===== config.mk =====
export PLATFORM = sky130hd
export DESIGN_NAME = sync_fifo
export DESIGN_NICKNAME = d
export VERILOG_FILES = /design/src/rtl/sync_fifo_pkg.sv /design/src/rtl/ram2p_0clk.sv /design/src/rtl/sync_fifo.sv
export SDC_FILE = /design/constraint.sdc
export NUM_CORES = 2
export LEC_CHECK = 0
export CORE_ASPECT_RATIO = 0.6
export CORE_MARGIN = 10
export CORE_UTILIZATION = 57
export CTS_CLUSTER_DIAMETER = 40
export DETAILED_ROUTE_END_ITERATION = 10
export PLACE_DENSITY_LB_ADDON = 0.05
export SLEW_MARGIN = 25
export SYNTH_ARGS = -nofsm -noshare
export SYNTH_HDL_FRONTEND = slang
export SYNTH_SLANG_ARGS = --single-unit

===== constraint.sdc =====
create_clock -name clk -period 4.4 [get_ports clk]
set_clock_uncertainty 0.15 [all_clocks]
set_input_delay 1.1 -clock clk [delete_from_list [all_inputs] [get_ports clk]]
set_output_delay 1.1 -clock clk [all_outputs]
set_load 0.1 [all_outputs]

===== src/rtl/sync_fifo_pkg.sv =====
// Shared helpers for sync_fifo.
// Pointer types depend on AW, so they stay local to the FIFO. The helpers take
// pointers zero-extended to PtrW bits plus the address width.
package sync_fifo_pkg;

  localparam int unsigned PtrW = 32;

  // Full: wrap bits differ, address bits match.
  function automatic logic ptr_full(input logic [PtrW-1:0] wr_ptr,
                                    input logic [PtrW-1:0] rd_ptr,
                                    input int unsigned     aw);
    logic [PtrW-1:0] diff;
    logic [PtrW-1:0] mask;
    diff = wr_ptr ^ rd_ptr;
    mask = (PtrW'(1) << aw) - PtrW'(1);
    return diff[aw] && ((diff & mask) == '0);
  endfunction

  // Empty: wrap bit and address bits all match.
  function automatic logic ptr_empty(input logic [PtrW-1:0] wr_ptr,
                                     input logic [PtrW-1:0] rd_ptr,
                                     input int unsigned     aw);
    logic [PtrW-1:0] mask;
    mask = (PtrW'(1) << (aw + 1)) - PtrW'(1);
    return ((wr_ptr ^ rd_ptr) & mask) == '0;
  endfunction

endpackage


===== src/rtl/ram2p_0clk.sv =====
// Two-port RAM: one synchronous write port and one combinational read port.
// Ports:
//   clk     - write clock
//   wen     - write enable
//   wr_addr - write address
//   wr_data - write data
//   rd_addr - read address
//   rd_data - read data, combinational from rd_addr
// Contents are not reset.
module ram2p_0clk #(
  parameter int unsigned DW = 18,
  parameter int unsigned AW = 7
) (
  input  logic          clk,
  input  logic          wen,
  input  logic [AW-1:0] wr_addr,
  input  logic [DW-1:0] wr_data,
  input  logic [AW-1:0] rd_addr,
  output logic [DW-1:0] rd_data
);

  logic [DW-1:0] mem [2**AW];

  always_ff @(posedge clk) begin
    if (wen) begin
      mem[wr_addr] <= wr_data;
    end
  end

  assign rd_data = mem[rd_addr];

endmodule


===== src/rtl/sync_fifo.sv =====
// Synchronous first-word-fall-through FIFO with valid/ready on both sides.
// Ports:
//   clk, rst                     - clock and synchronous active-high reset
//   wr_valid, wr_ready, wr_data  - producer handshake and data
//   rd_valid, rd_ready, rd_data  - consumer handshake and head-of-FIFO data
//   count                        - occupancy 0..2**AW
//   almost_full, almost_empty    - threshold flags from registered count
//   ovf_err                      - sticky, set by a write offered while not ready
module sync_fifo
  import sync_fifo_pkg::*;
#(
  parameter int unsigned DW        = 18,
  parameter int unsigned AW        = 7,
  parameter int unsigned AFULL_TH  = 2**AW - 4,
  parameter int unsigned AEMPTY_TH = 4
) (
  input  logic          clk,
  input  logic          rst,
  input  logic          wr_valid,
  output logic          wr_ready,
  input  logic [DW-1:0] wr_data,
  output logic          rd_valid,
  input  logic          rd_ready,
  output logic [DW-1:0] rd_data,
  output logic [AW:0]   count,
  output logic          almost_full,
  output logic          almost_empty,
  output logic          ovf_err
);

  localparam logic [AW:0] AfullTh  = (AW+1)'(AFULL_TH);
  localparam logic [AW:0] AemptyTh = (AW+1)'(AEMPTY_TH);
  localparam logic [AW:0] One      = (AW+1)'(1);

  logic [AW:0] wr_ptr_q, wr_ptr_d;
  logic [AW:0] rd_ptr_q, rd_ptr_d;
  logic [AW:0] count_q, count_d;
  logic        ovf_q, ovf_d;
  logic        full, empty, push, pop;

  assign full  = ptr_full(PtrW'(wr_ptr_q), PtrW'(rd_ptr_q), AW);
  assign empty = ptr_empty(PtrW'(wr_ptr_q), PtrW'(rd_ptr_q), AW);

  // Handshake outputs depend only on state and rst, never on wr_valid/rd_ready.
  assign wr_ready = !full && !rst;
  assign rd_valid = !empty && !rst;

  assign push = wr_valid && wr_ready;
  assign pop  = rd_valid && rd_ready;

  always_comb begin
    wr_ptr_d = wr_ptr_q;
    rd_ptr_d = rd_ptr_q;
    count_d  = count_q;
    ovf_d    = ovf_q;
    if (push) begin
      wr_ptr_d = wr_ptr_q + One;
    end
    if (pop) begin
      rd_ptr_d = rd_ptr_q + One;
    end
    unique case ({push, pop})
      2'b10:   count_d = count_q + One;
      2'b01:   count_d = count_q - One;
      default: count_d = count_q;
    endcase
    if (wr_valid && !wr_ready && !rst) begin
      ovf_d = 1'b1;
    end
  end

  always_ff @(posedge clk) begin
    if (rst) begin
      wr_ptr_q <= '0;
      rd_ptr_q <= '0;
      count_q  <= '0;
      ovf_q    <= 1'b0;
    end else begin
      wr_ptr_q <= wr_ptr_d;
      rd_ptr_q <= rd_ptr_d;
      count_q  <= count_d;
      ovf_q    <= ovf_d;
    end
  end

  assign count   = count_q;
  assign ovf_err = ovf_q;

  // Flags are forced to their reset values while rst is held.
  assign almost_full  = !rst && (count_q >= AfullTh);
  assign almost_empty = rst || (count_q <= AemptyTh);

  ram2p_0clk #(
    .DW(DW),
    .AW(AW)
  ) u_ram (
    .clk     (clk),
    .wen     (push),
    .wr_addr (wr_ptr_q[AW-1:0]),
    .wr_data (wr_data),
    .rd_addr (rd_ptr_q[AW-1:0]),
    .rd_data (rd_data)
  );

endmodule


# After elaboration in Yosys (flattened, before gate mapping)
# Memory sizes are Yosys's and may differ from the RTL's. A register that Yosys moved wholly into a read port is not among the register bits.
# Cells that the tools add are included.
dict set report word_totals {
  regBits 25
  output_inout_bits 31
  ram_bits 2304
  n_memories 1
  in_bits 22
}
# name depth word_bits rd rd_clocked_by_memory_dff write_ports line_no
set mem_list {}
lappend mem_list {u_ram.mem 128 18 1 1 1 ram2p_0clk.sv:22} ;# logic [DW-1:0] mem [2**AW];
dict set report classes {
  n_mux 5
  n_lt_le_gt_ge 2
  reduce_logical 16
  bitwise_logic 1
  addsub 4
  eq_ne 2
}
# op count
set op_table {}
lappend op_table {{$logic_not A32 Y1} 2}
lappend op_table {{$add A8 B1 Y8 const B} 3}
lappend op_table {{$pmux W8 S2} 1}
lappend op_table {{$mux W7} 2}
lappend op_table {{$ge A8 B7 Y1 const B} 1}
lappend op_table {{$le A8 B3 Y1 const B} 1}
lappend op_table {{$logic_and A1 B1 Y1} 8}
lappend op_table {{$sub A8 B1 Y8 const B} 1}
lappend op_table {{$xor A8 B8 Y8} 1}
lappend op_table {{$logic_not A1 Y1} 4}
lappend op_table {{$eq A2 B1 Y1 const B} 1}
lappend op_table {{$eq A2 B2 Y1 const B} 1}
lappend op_table {{$mux W1} 2}
lappend op_table {{$reduce_bool A2 Y1} 1}
lappend op_table {{$logic_or A1 B1 Y1} 1}

# Longest topological paths before layout
dict set report logic_depth {
  word_depth 8
  ltp_mapped 16
  ltp_nobuf 13
}

# Hierarchy
# From an unflattened synthesis, not the netlist that was laid out.
dict set report hier_totals {
  cells_unflattened 3607
  area_unflattened_um2 89373.2
}
# module cells_per_inst n_inst area_each_um2
set by_module_without_submodules {}
lappend by_module_without_submodules {ram2p_0clk 3431 1 87886.8}
lappend by_module_without_submodules {sync_fifo 176 1 1486.4}

# Worst setup path after synthesis
# OpenSTA, ideal clock, no wires.
dict set report synth_timing {
  path_type {reg-to-output}
  startpoint {register count_q[3], in the netlist count[3]}
  endpoint {output port almost_full}
  stages_incl_launch_ff 5
  t_arrival_ps 3081
  path_buffers 1
  path_slack_ps 69
  cell_sequence {dfxtp_1 clkbuf_1 and3_1 nand3_1 a21oi_1}
}
dict set report synth_via {
  elab_chain_len 2
}
# item line_no
set synth_rtl {}
lappend synth_rtl {{start, declared} sync_fifo.sv:37} ;# logic [AW:0] count_q, count_d;
lappend synth_rtl {{start signal, assigned} sync_fifo.sv:81} ;# count_q <= count_d;
lappend synth_rtl {{$ge A8 B7 Y1} sync_fifo.sv:90} ;# assign almost_full = !rst && (count_q >= AfullTh);
lappend synth_rtl {{$logic_and A1 B1 Y1} sync_fifo.sv:90}
lappend synth_rtl {{end, declared} sync_fifo.sv:26} ;# output logic almost_full,
# Every way passes these cells.

==> summary.txt <==
Synthesis
  – Sequential area share after synthesis: about four fifths
  – Mapped cell area: between 0.08 and 0.09 mm^2
  – Synth Area in XOR/XNOR: less than 1%
  – Largest family of logic cells by synthesized area: multiplexers
  – Cell taking the most area after synthesis: edfxtp_1
  – Post-synthesis mux area share: 14.13%
  – Warnings, synthesis: 0
  – Top cell type's share of synthesized area: between 70% and 80%
  – Fraction of the mapped netlist area in compound gates: a little over 4%
  – Yosys cell types: between 50 and 60
  – Gate count of the mapped netlist: around 4200
  – Post-Synth Simple-Gate Area: 1.819%
  – Synth Register Bits: 2336
  – EDFF count, synth: ~2300
  – Mapped Nets: ~4300
  – Adder-cell area share of the yosys netlist: less than 1%
  – Syn avg cell area: approximately 21 um^2
  – Top cells by area, synth: edfxtp_1 77%, mux4_2 11%, mux2i_1 3.2%
  – Commonest cells in the netlist: 2304 x edfxtp_1, 432 x mux4_2, 289 x mux2i_1
  – Top-count cell post-synth: edfxtp_1
  – Post-synth ARST share: 0%
  – Ys flop type: edfxtp_1

Timing
  – RSZ-0062 raised after global routing: yes
  – Final setup violation count: 18
  – Fin. max-slew vios: 0
  – Crit share post-route: 107.4%
  – Min Tclk post-route: between 4 and 5 ns
  – Max transition margin: between 20% and 30%
  – Final worst slack: -0.3236 ns
  – Hold Fails Final Rpt: 0
  – Setup TNS after final layout: -4.693 ns
  – Measured slew at the worst slew-check pin: approximately 1.1 ns
  – Max Freq: 211.7 MHz

Clocking
  – Hold_buf cts: 0
  – Clock Tree Root: clkbuf_16
  – Worst-skew pair later-pin latency: 0.85 ns
  – CTS buffer count: 205
  – CTS H-Tree Depth: 4
  – CTS Buffer Depth: 3
  – CTS sink cnt: between 2000 and 2500
  – Worst-path clk slew: approximately 0.060 ns
  – CTS tree: done

Critical path
  – Element type at the critical path end: output pin
  – Worst Setup Start Kind: flop
  – Critical-path maximum fanout: 54
  – Worst Path Arrival: ~3.5 ns
  – Worst Path Required: roughly 3.2 ns
  – Kind of critical path: flop to output pin

Global route
  – GRT Total Usage: 26.97%
  – GRT overflow: 0
  – Largest net degree at the start of global routing: about 130
  – Vias in the first global route: approximately 44000
  – Initial antenna violation count: 9
  – First-pass GRT wire length: around 340000 um

Placement
  – Dpl hpwl: approximately 140000 um
  – Placed Cells: roughly 6500
  – PortBufs: 52
  – GPL Wtd Cong: 0.8389
  – Setup WS pre-CTS: -0.2383 ns

Pwr
  – Power Dens Cells: approximately 420 mW/mm^2
  – P_leak: roughly 33 nW
  – Pwr Total: 44.48 mW
  – Maximum vdd ir drop: approximately 430 uV

Layout
  – Final std cells w/o fill: between 7000 and 8000
  – Layout cells sized above 1: 35.46%
  – Post-layout net count: 4882
  – Area Growth Syn to Fin: 19.76%
  – Layout Utilization: slightly below 70%
  – Fillers: 9691

Floorplan
  – Die area: between 0.15 and 0.2 mm^2
  – Die X: ~530 um
  – Row count: about 110
  – Die Span Y: between 300 and 400 um
  – Core area: 0.1555 mm^2
  – Initial Util: a little under three fifths
  – Top Ports: 53

Drt
  – Post-DRT Antenna Nets: 0
  – Via Count: roughly 46000
  – TritonRoute pass-1 iters: 5
  – Total Wirelength: around 240000 um
  – Drt drc: 0
  – Wire length per cell: between 30 and 40 um
  – DR vias/cell: between 6 and 7
  – DR iter-0 viols: 6660

Run status
  – Failing checks: negative setup slack
  – Status: finished with violations

Min path
  – HP Class: flop to flop

Run
  – Max-Cap Viols: 0
timing repair:
item / in CTS / in global routing
endpoints found under the setup margin: 18 / 18
buffers inserted: 93 / 57
pin swaps: 96 / 72
hold endpoints to repair: 0 / 0
cloned: 18 / 3
resized for setup: 416 / 97
final cells by class:
cell class / count / area [um^2] / share of cell area, %
clock buffer: 254 / 5355 / 5.005
sequential: 2336 / 69840 / 65.27
tap: 2052 / 2567 / 2.400
inverter: 5 / 18.77 / 0.01754
timing repair buffer: 667 / 7505 / 7.014
antenna: 6 / 15.01 / 0.01403
clock inverter: 123 / 1185 / 1.107
multi-input combinational: 1640 / 20510 / 19.17
final timing paths:
kind	start	to	slack, ns	depth (start not counted)
max reg2reg	wr_ptr_q[2]	count[4]	0.91	13
min	ovf_err	ovf_err	0.33	2
max	flop	rd_data[9]	-0.32	11
min reg2reg	ovf_err	ovf_err	0.33	2
routing by layer:
layer  routed length [um]  GRT usage [%]  up-vias
met2                98060          35.85     2507
li1                     -              -    19050
met4                 4442          5.815        4
met3                27370          6.784      250
met1               106800          44.89    24530
met5                   27              0        -
sequential cells by signal, indices dropped and copies added (netlist names), named ones only:
signal	flops
u_ram.mem	2304
count	8
rd_ptr_q	8
wr_ptr_q	8
ovf_err	1
cell usage in the layout, fill, tap and decap left out, drive strengths merged, types with 8 or more instances in the layout:
cell / instances
a22oi: 108
nor2: 176
buf: 648
o22ai: 146
xor2: 14
nand4: 26
a211oi: 109
a2111oi: 36
xnor2: 16
inv: 14
mux2i: 289
clkbuf: 257
mux4: 432
a21oi: 48
o21ai: 8
dfxtp: 32
a22o: 37
clkdlybuf4s50: 12
nand3: 14
nand2: 115
clkinv: 89
bufinv: 19
edfxtp: 2304
worst max-delay path, cell delays in order, from the launching register on:
cell and delay, ns:
dfxtp_4 0.39, or3b_4 0.43, buf_12 0.20, buf_4 0.30
o22ai_1 0.18, a211oi_2 0.08, buf_4 0.17, nand2_1 0.07
buf_4 0.14, nand4_1 0.14, nor2_4 0.17, buf_12 0.19
through the flow:
stage / instance area (um^2) / hold slack (ns)
after floorplan: 89340 / 0.3716
after global placement: 96170 / 0.3049
after detailed placement: 96170 / 0.3218
after CTS: 106100 / 0.3374
after global routing: 107000 / 0.3744
final: 107000 / 0.3337
cells by family after synthesis:
group                    after synthesis
AO/OA/AOI/OAI                        513
buffers and inverters                257
adder cells (fa/ha/maj)                5
XOR/XNOR                              30
AND/OR/NAND/NOR                      371
multiplexers                         721
flip-flops                          2336
where the power goes:
| group | total, mW | switching [mW] | internal [mW] |
|---|---|---|---|
| logic | 2.23 | 1.38 | 0.847 |
| clock network | 17.8 | 8.00 | 9.77 |
| registers | 24.5 | 0.0317 | 24.4 |
| total | 44.5 | 9.41 | 35.1 |
(Power assumes the default switching activity.)
